==> config.mk <==
export PLATFORM = sky130hd
export DESIGN_NAME = sram_reader
export DESIGN_NICKNAME = d
export VERILOG_FILES = /design/src/rtl/sram_pkg.sv /design/src/rtl/sram_reader_piso.sv /design/src/rtl/sram_reader.sv
export SDC_FILE = /design/constraint.sdc
export NUM_CORES = 1
export LEC_CHECK = 0
export BUFFER_PORTS_ARGS = -buffer_cell sky130_fd_sc_hd__clkbuf_2
export CORE_ASPECT_RATIO = 1.25
export CORE_MARGIN = 2
export CORE_UTILIZATION = 45
export CTS_CLUSTER_DIAMETER = 120
export DETAILED_ROUTE_END_ITERATION = 6
export PLACE_DENSITY = 0.69
export RECOVER_POWER = 25
export SYNTH_ARGS = -nofsm -noshare
export SYNTH_HDL_FRONTEND = slang
export SYNTH_SLANG_ARGS = --single-unit
==> constraint.sdc <==
create_clock -name clk -period 2.02 [get_ports clk]
set_input_delay 0.101 -clock clk [delete_from_list [all_inputs] [get_ports clk]]
set_output_delay 0.101 -clock clk [all_outputs]
set_load 0.01 [all_outputs]
==> src/rtl/sram_pkg.sv <==
// Shared defaults and FSM state encoding for the SRAM burst reader.
package sram_pkg;

    localparam int DEF_ROWS = 8;
    localparam int DEF_COLS = 8;

    typedef enum logic [1:0] {
        S_IDLE  = 2'd0,
        S_READ  = 2'd1,
        S_SHIFT = 2'd2,
        S_DONE  = 2'd3
    } state_t;

endpackage

==> src/rtl/sram_reader_piso.sv <==
// Parallel-in serial-out shift register; emits bit 0 first and shifts right.
module piso #(
    parameter int COLS = 8
) (
    input  logic            clk,
    input  logic            arst,
    input  logic            load,
    input  logic [COLS-1:0] din,
    input  logic            shift,
    output logic            dout
);

    logic [COLS-1:0] r_sr;

    always_ff @(posedge clk or posedge arst) begin
        if (arst) begin
            r_sr <= '0;
        end else if (load) begin
            r_sr <= din;
        end else if (shift) begin
            r_sr <= {1'b0, r_sr[COLS-1:1]};
        end
    end

    assign dout = r_sr[0];

endmodule

==> src/rtl/sram_reader.sv <==
// Burst reader: fetches consecutive SRAM rows (wrapping) and streams each row
// out LSB first under a valid/ready handshake.
module sram_reader
    import sram_pkg::*;
#(
    parameter int ROWS = DEF_ROWS,
    parameter int COLS = DEF_COLS
) (
    input  logic                       clk,
    input  logic                       arst,
    input  logic                       start,
    input  logic [$clog2(ROWS)-1:0]    start_addr,
    input  logic [$clog2(ROWS+1)-1:0]  burst_len,
    input  logic                       abort,
    input  logic                       data_valid,
    input  logic [COLS-1:0]            data_out,
    output logic                       r_en,
    output logic [$clog2(ROWS)-1:0]    addr,
    output logic                       serial_out,
    output logic                       serial_valid,
    input  logic                       serial_ready,
    output logic                       busy,
    output logic                       done
);

    localparam int AW = $clog2(ROWS);
    localparam int LW = $clog2(ROWS+1);
    localparam int CW = $clog2(COLS+1);

    state_t          r_state;
    state_t          w_next;
    logic [AW-1:0]   r_addr;
    logic [LW-1:0]   r_rows;
    logic [CW-1:0]   r_bits;
    logic            w_load;
    logic            w_xfer;
    logic            w_last_bit;
    logic            w_more_rows;
    logic            w_bit0;

    // abort suppresses both the row load and any bit transfer on its edge
    assign w_load      = (r_state == S_READ)  && data_valid   && !abort;
    assign w_xfer      = (r_state == S_SHIFT) && serial_ready && !abort;
    assign w_last_bit  = (r_bits == CW'(COLS-1));
    assign w_more_rows = (r_rows > LW'(1));

    always_ff @(posedge clk or posedge arst) begin
        if (arst) begin
            r_state <= S_IDLE;
        end else begin
            r_state <= w_next;
        end
    end

    always_comb begin
        w_next = r_state;
        case (r_state)
            S_IDLE: begin
                if (start) w_next = S_READ;
            end
            S_READ: begin
                if (abort)           w_next = S_IDLE;
                else if (data_valid) w_next = S_SHIFT;
            end
            S_SHIFT: begin
                if (abort) begin
                    w_next = S_IDLE;
                end else if (w_xfer && w_last_bit) begin
                    w_next = w_more_rows ? S_READ : S_DONE;
                end
            end
            S_DONE: begin
                w_next = S_IDLE;
            end
            default: begin
                w_next = S_IDLE;
            end
        endcase
    end

    always_ff @(posedge clk or posedge arst) begin
        if (arst) begin
            r_addr <= '0;
            r_rows <= '0;
            r_bits <= '0;
        end else begin
            if (r_state == S_IDLE && start) begin
                r_addr <= start_addr;
                r_rows <= (burst_len == '0) ? LW'(ROWS) : burst_len;
            end
            if (w_load) begin
                r_bits <= '0;
            end else if (w_xfer) begin
                r_bits <= r_bits + CW'(1);
                // ROWS is a power of two, so natural overflow wraps the address
                if (w_last_bit && w_more_rows) begin
                    r_rows <= r_rows - LW'(1);
                    r_addr <= r_addr + AW'(1);
                end
            end
        end
    end

    piso #(
        .COLS (COLS)
    ) u_piso (
        .clk   (clk),
        .arst  (arst),
        .load  (w_load),
        .din   (data_out),
        .shift (w_xfer),
        .dout  (w_bit0)
    );

    assign addr         = r_addr;
    assign r_en         = (r_state == S_READ);
    assign serial_valid = (r_state == S_SHIFT);
    assign serial_out   = (r_state == S_SHIFT) && w_bit0;
    assign busy         = (r_state != S_IDLE);
    assign done         = (r_state == S_DONE);

endmodule

# ---- Word-level counts from Yosys, hierarchy flattened
# Index checks and enable logic that the tools add are counted.
dict set report word_totals {
  output_inout_bits 8
  regBits 21
  in_bits 21
  wordCells 50
}
dict set report op_classes {
  addsub 3
  eq_ne 7
  mux 20
  reduce_logical 14
  order_cmp 1
}
# cell n
set ops {}
lappend ops {{two-way mux 4 bit} 7}
lappend ops {{two-way mux 8 bit} 2}
lappend ops {{two-way mux 2 bit} 6}
lappend ops {{two-way mux 3 bit} 4}
lappend ops {{logical AND 1 bit} 8}
lappend ops {{case mux 2 bit (4 select lines)} 1}
lappend ops {{adder 4 x 1 -> 4 bit, second input constant} 1}
lappend ops {{== test 2 bit, second input constant} 2}
lappend ops {{== test 4 x 3 -> 1 bit, second input constant} 1}
lappend ops {{greater-than comparator 4 x 1 -> 1 bit, second input constant} 1}
lappend ops {{zero test 4 bit} 1}
lappend ops {{nonzero test 2 bit} 2}
lappend ops {{subtractor 4 x 1 -> 4 bit, second input constant} 1}
lappend ops {{adder 3 x 1 -> 3 bit, second input constant} 1}
lappend ops {{!= test 3 x 2 -> 1 bit, second input constant} 1}
lappend ops {{!= test 3 bit, second input constant} 1}
lappend ops {{AND reduction 3 bit} 1}
lappend ops {{== test 2 x 1 -> 1 bit, second input constant} 1}
lappend ops {{zero test 2 bit} 1}
lappend ops {{!= test 2 bit, second input constant} 1}
lappend ops {{zero test 1 bit} 1}

# ---- Longest topological paths before layout
# Gate-level depths: netlist (run 1).
dict set report depth {
  depth_word 7
  mapped_depth 6
  depth_no_buf 6
}

# ---- Cells and area by module
# From an unflattened synthesis (run 1), not the netlist that was laid out.
dict set report unflattened {
  cells_unflattened 119
  hier_area_um2 1177.4
}
# module area_per_inst_um2 cells_per_inst seq_area_each_um2 instances
set modules_own_cells {}
lappend modules_own_cells {sram_reader 804.5 84 325.3 1}
lappend modules_own_cells {piso 372.9 35 200.2 1}

# ---- Least setup slack after synthesis (run 1)
# OpenSTA, ideal clock, no wires.
dict set report synth_path {
  kind {register to register}
  start {register r_rows[0]}
  end {register r_rows[2]}
  n_path_buf 0
  path_slack_ns 0.366
  stages_incl_launch_ff 7
  t_required_ns 1.894
  arrival_ns 1.528
  setup_time_ns 0.126
  synth_period_minus_slack_ns 1.654
  path_cell_list {dfrtp_1 > inv_1 > ha_1 > nor2_1 > o311a_2 > or3_1 > o311a_1}
}
dict set report synth_via {
  elab_chain_len 5
  elab_cells_between_ends 6
  cone_classes {add/sub (1); order compare (1); mux (3); reduce/logical (1)}
}
# element line
set synth_lines {}
lappend synth_lines {{start, declared} sram_reader.sv:33} ;# logic [LW-1:0] r_rows;
lappend synth_lines {{start signal, assigned} sram_reader.sv:89} ;# r_rows <= (burst_len == '0) ? LW'(ROWS) : burst_len;
lappend synth_lines {{start signal, assigned} sram_reader.sv:97} ;# r_rows <= r_rows - LW'(1);
lappend synth_lines {{greater-than comparator 4 x 1 -> 1 bit} sram_reader.sv:45} ;# assign w_more_rows = (r_rows > LW'(1));
lappend synth_lines {{logical AND 1 bit} sram_reader.sv:96} ;# if (w_last_bit && w_more_rows) begin
lappend synth_lines {{two-way mux 4 bit *} sram_reader.sv:96}
lappend synth_lines {{two-way mux 4 bit *} sram_reader.sv:93} ;# end else if (w_xfer) begin
lappend synth_lines {{two-way mux 4 bit *} sram_reader.sv:91} ;# if (w_load) begin
# Mark *: on every way between the ends. The rest lies on a longest branch, timed or not.
# A chain may end at the register's enable or synchronous reset.

# ---- Final worst setup path (run 1)
dict set report layout_path {
  start {register r_state[1]}
  end {register r_addr[2], in the netlist addr[2]}
}
dict set report layout_via {
  elab_chain_len 6
  elab_cells_between_ends 12
  cone_classes {eq/ne (2); mux (4); reduce/logical (6)}
}
# element line
set layout_lines {}
lappend layout_lines {{start, declared} sram_reader.sv:30} ;# state_t r_state;
lappend layout_lines {{start signal, assigned} sram_reader.sv:51} ;# r_state <= w_next;
lappend layout_lines {{zero test 2 bit} sram_reader.sv:87} ;# if (r_state == S_IDLE && start) begin
lappend layout_lines {{logical AND 1 bit} sram_reader.sv:87}
lappend layout_lines {{two-way mux 3 bit} sram_reader.sv:87}
lappend layout_lines {{two-way mux 3 bit} sram_reader.sv:96}
lappend layout_lines {{two-way mux 3 bit} sram_reader.sv:93}
lappend layout_lines {{two-way mux 3 bit *} sram_reader.sv:91}
lappend layout_lines {{end signal, assigned} sram_reader.sv:88} ;# r_addr <= start_addr;
lappend layout_lines {{end signal, assigned} sram_reader.sv:98} ;# r_addr <= r_addr + AW'(1);
lappend layout_lines {{end, declared} sram_reader.sv:32} ;# logic [AW-1:0] r_addr;
# Marked as above.

==> flow_summary_export.csv, run 1 <==
group,metric,value,unit
clocking,htreeDepth,1,
finish,fillers,245,
timing,fin_crit,1910,ps
finish,drive_above_1_share,25.8,%
clocking,cts_root_buf,"clkbuf_4",
clocking,ctsResizeCount,0,
setup_path,critPathKind,"flop to flop",
synth,synth_ff_type,"dfrtp_1",
die,rows,20,
route,vias,965,
route,drc,0,
finish,nNetsFinal,177,
clocking,cts_buffer_depth,2,
timing,timing.final.max_slew_violations,0,
synth,synth_cell_types,38,
global_routing,grt_pass1_vias,982,
global_routing,antenna_found_initial,0,
power,p_leak,0.669,nW
setup_path,crit_path_end_kind,"flop",
clocking,cts_sinks,21,
finish,syn_to_final_growth,20.4,%
worst_hold_path,hp-class,"primary input to flop",
setup_path,worstPathMaxFanout,9,
finish,antenna_cells,0,
synth,synth_fp_nets,142,
route,vias_per_cell,5.24,
die,die_y,60.4,µm
clocking,cts.clk_slew.worst_paths,120,ps
timing,slew_headroom,48.1,%
timing,hold_viol_final,0,
placement,io_buffers,28,
timing,final.setup.tns,0,ps
die,dieWidth,49.1,µm
finish,final_common_cell,"clkbuf_2",
placement,hpwl,1760,µm
synth,synth_cells,117,
clocking,cts_buffers,3,
job,drv_cap,0,
global_routing,grt_max_degree,22,
synth,yosysWarnings,0,
die,die_area,2960,µm²
route,drt-pass1-iter-count,4,
synth,synth_seq_cells,21,
setup_path,required,2220,ps
clocking,clk_latency,290,ps
timing,tightestPinTransition,778,ps
timing,grt_setup_unrepaired,"false",
finish,layout_common_cells,"clkbuf_2, dfrtp_1, inv_1, o21ai_0, nor2_1",
synth,syn_avg_cell_area,9.77,µm²
setup_path,critPathLaunchType,"flop",
global_routing,grt.total_usage,17.6,%
power,peakVddDrop,0.512,mV
placement,place_congestion,0.749,
global_routing,grt_pass1_wl,4130,µm
timing,fmax,0.525,GHz
route,wl,2260,µm
synth,syn_area,1140,µm²
die,core-area,2430,µm²
clocking,cts_tree,"built",
die,ios,29,
setup_path,worst_ep_arrival_time,2110,ps
timing,fin_ws,114,ps
global_routing,grt_overflow,0,
synth,yosysSeqAreaShare,46.0,%
placement,pre_cts_ws,134,ps
route,final_antenna_net_count,0,
synth,ys_async_sr_fraction,100,%
timing,fin_skew,1.22,ps
timing,fin_crit_sh,94.4,%
die,start_util,47.1,%
timing,setup_violations,0,
run_status,status,"complete, no violations",
route,detail_route.wl_per_cell,12.3,µm
synth,synth_edf_count,0,
route,drt_iter0_markers,20,
power,powerDensity,834,nW/µm²
## synthesized netlist by cell type (2+ instances only)
library cell   n  area share (%)
buf_2          2            0.88
a22o_1         2             1.5
a21o_1         2             1.3
xor2_1         2             1.5
nand2_1        8             2.6
inv_1         12             3.9
nor2_1        10             3.3
nor3_1         5             2.2
nor2b_1        2             1.1
ha_1           4             4.4
a21oi_1        3             1.3
xnor2_1        2             1.5
o21ai_0       12             5.3
a22oi_1        7             4.6
dfrtp_1       21              46
## per-layer routing
metal  wire length [µm]  vias to the layer above  track usage [%]
met5                  0                        -                0
li1                   -                      481                -
met1                999                      463             22.1
met3                 63                        0             1.72
met4                  0                        0             5.31
met2               1190                       21             32.4
## layout make-up
type	count	area (µm²)	share of cell area, %
clock buffer	4	26.3	1.91
inverter	12	45.0	3.27
multi-input combinational	79	547	39.7
sequential	21	526	38.2
tap	33	41.3	3.00
timing repair buffer	35	191	13.9
## sequential cells by signal, summed over array words and instances, names as in the netlist
register / cells
r_rows: 4
r_state: 2
r_bits: 4
addr: 3
u_piso.r_sr: 8
## worst max-delay path, stage by stage, from the launching register on
cell,delay (ps)
dfrtp_1,480
nor4bb_2,560
o311ai_4,250
mux2_4,350
o21a_1,160
## through the flow
step	cells	hold slack [ps]	utilization (%)	cell area (µm²)	power, W
2_1_floorplan	117	77.5	-	1140	0.000847
3_3_place_gp	179	274	55.4	1340	0.000950
3_5_place_dp	179	276	55.4	1340	0.000967
4_1_cts	184	17.5	56.9	1380	0.00117
5_1_grt	184	30.9	56.7	1380	0.00125
6_report	184	20.2	56.7	1380	0.00115
## logic make-up after synthesis
group	count (synthesis)	synth area share, %
multiplexers	2	2.19
AO/OA/AOI/OAI	35	22.5
flip-flops	21	46.0
adder cells (fa/ha/maj)	4	4.38
AND/OR/NAND/NOR	34	15.1
XOR/XNOR	4	3.06
buffers and inverters	17	6.78
## power by group
part / switching [W] / total (W) / internal, W / leakage, nW
Combinational: 0.000165 / 0.000318 / 0.000153 / 0.393
Clock: 0.000124 / 0.000200 / 0.0000767 / 0.0150
Sequential: 0.0000950 / 0.000630 / 0.000535 / 0.261
Total: 0.000383 / 0.00115 / 0.000765 / 0.669
## worst paths after layout
kind	startpoint	to	slack [ps]	cells past startpoint
setup / recovery	r_state[1]	addr[2]	110	4
hold / removal	abort	r_state[1]	20	2
setup reg to reg	r_state[1]	addr[2]	110	4
hold reg to reg	u_piso.r_sr[3]	u_piso.r_sr[2]	540	2
max in group asynchronous	arst	r_bits[0]	1070	3
min in group asynchronous	arst	u_piso.r_sr[1]	460	3
## timing repair
action | CTS | global route
setup buffers | 0 | 0
hold buffers | 1 | 0
endpoints found under the hold margin | 21 | 0
No activity file was read; power rests on OpenSTA's default activity.
==> run 2: changes to the inputs <==
BUFFER_PORTS_ARGS = -buffer_cell sky130_fd_sc_hd__buf_2   (was -buffer_cell sky130_fd_sc_hd__clkbuf_2)
==> flow_summary_export.csv, run 2 (synthesis results as in run 1) <==
group,metric,value,unit
timing,slew_headroom,47.2,%
clocking,cts.clk_slew.worst_paths,120,ps
timing,fin_crit_sh,90.9,%
timing,hold_viol_final,0,
setup_path,worstPathMaxFanout,5,
setup_path,crit_path_end_kind,"flop",
finish,reg_top3,"u_piso.r_sr: 8 flops, r_bits: 4 flops, r_rows: 4 flops",
die,die_y,60.4,µm
worst_hold_path,hp-class,"primary input to flop",
finish,final_common_cell,"buf_2",
clocking,cts_setup_buffers,0,
route,vias,972,
clocking,cts_buffer_depth,2,
finish,antenna_cells,0,
timing,fmax,0.545,GHz
die,rows,20,
clocking,htreeDepth,1,
clocking,cts_root_buf,"clkbuf_4",
setup_path,worst_ep_arrival_time,2040,ps
timing,grt_setup_unrepaired,"false",
global_routing,antenna_found_initial,0,
clocking,cts_hold_buf,2,
global_routing,grt_pass1_vias,955,
power,powerDensity,830,nW/µm²
clocking,cts_sinks,21,
timing,timing.final.max_slew_violations,0,
route,final_antenna_net_count,0,
setup_path,slowest_delay,540,ps
die,ios,29,
finish,drive_above_1_share,26.3,%
global_routing,grt.total_usage,17.2,%
finish,regMostFlops,"u_piso.r_sr",
finish,largest_reg_flops,8,
timing,setup_violations,0,
finish,layout_common_cells,"buf_2, dfrtp_1, inv_1, o21ai_0, nor2_1",
route,drt_iter0_markers,6,
setup_path,timing.rr.start,"r_state[1]",
die,core-area,2430,µm²
route,detail_route.wl_per_cell,12.4,µm
global_routing,grt_pass1_wl,3950,µm
finish,nNetsFinal,178,
job,drv_cap,0,
setup_path,required,2220,ps
route,drc,0,
setup_path,critPathLaunch,"abort",
worst_hold_path,min-delay-start,"data_out[6]",
die,start_util,47.1,%
route,wl,2300,µm
die,dieWidth,49.1,µm
clocking,ctsResizeCount,0,
setup_path,slowest_stage,"dlygate4sd3_1",
clocking,clk_latency,300,ps
run_status,status,"complete, no violations",
placement,hpwl,1730,µm
setup_path,critPathLaunchType,"primary input",
finish,fillers,240,
placement,place_congestion,0.749,
power,total_power,0.00115,W
global_routing,grt_max_degree,22,
timing,fin_crit,1840,ps
route,vias_per_cell,5.25,
route,drt-pass1-iter-count,4,
clocking,cts_tree,"built",
setup_path,critical_path.cell_chain,"dlygate4sd3_1 > buf_2 > nor4bb_2 > o311ai_4 > mux2_4 > o21a_1",
clocking,cts_buffers,3,
die,die_area,2960,µm²
finish,syn_to_final_growth,21.3,%
power,p_leak,0.675,nW
timing,final.setup.tns,0,ps
global_routing,grt_overflow,0,
power,peakVddDrop,0.455,mV
setup_path,critPathKind,"primary input to flop",
timing,tightestPinTransition,792,ps
placement,io_buffers,28,
timing,fin_skew,2.12,ps
## run 2: cell count changes in the layout (fill, tap and decap cells not counted)
cell	change
buf_2	+25
clkbuf_2	-25
clkbuf_1	-1
clkinv_2	+1
dlygate4sd3_1	+1
## run 2: power by group
| group | switching, W | total [W] | internal [W] |
|---|---|---|---|
| Combinational | 0.000168 | 0.000322 | 0.000155 |
| Sequential | 0.0000931 | 0.000628 | 0.000535 |
| Clock | 0.000127 | 0.000201 | 0.0000737 |
## run 2: cell type report
type | count | area, µm² | share of cell area, %
Clock buffer | 3 | 22.5 | 1.62
Clock inverter | 1 | 5.00 | 0.361
Inverter | 12 | 45.0 | 3.25
Multi-Input combinational cell | 79 | 547 | 39.4
Sequential cell | 21 | 526 | 37.9
Tap cell | 33 | 41.3 | 2.98
Timing Repair Buffer | 36 | 201 | 14.5
## run 2: per-layer routing
metal	GRT usage, %	part of all wire (%)
met2	35.1	55
met4	5.31	0
met5	0	0
met3	2.22	2.7
met1	18.3	43
## run 2: path summary, 6_finish.rpt
| path | endpoint | slack (ps) | depth (start not counted) |
|---|---|---|---|
| setup / recovery | addr[2] | 180 | 6 |
| hold / removal | u_piso.r_sr[6] | 30 | 3 |
| setup reg to reg | addr[2] | 200 | 4 |
| hold reg to reg | u_piso.r_sr[7] | 520 | 1 |
| max in group asynchronous | addr[1] | 1050 | 3 |
| min in group asynchronous | r_state[1] | 480 | 3 |
## run 2: critical path, delay by kind of cell
family / cells / cell delay (ps)
AOI/OAI and AO/OA: 2 / 390
muxes: 1 / 340
and+or+nand+nor: 1 / 520
buffers and inverters: 2 / 690
## run 2: stage by stage
stage               hold WS (ps)  std cells  instance area, µm²  util [%]  worst slack [ps]
global placement             293        179                1340      55.4               252
floorplan                   77.5        117                1140         -               366
finish                      27.8        185                1390      57.2               185
CTS                         17.7        185                1390      57.3               208
detailed placement           290        179                1340      55.4               229
global route                21.1        185                1390      57.2              22.6
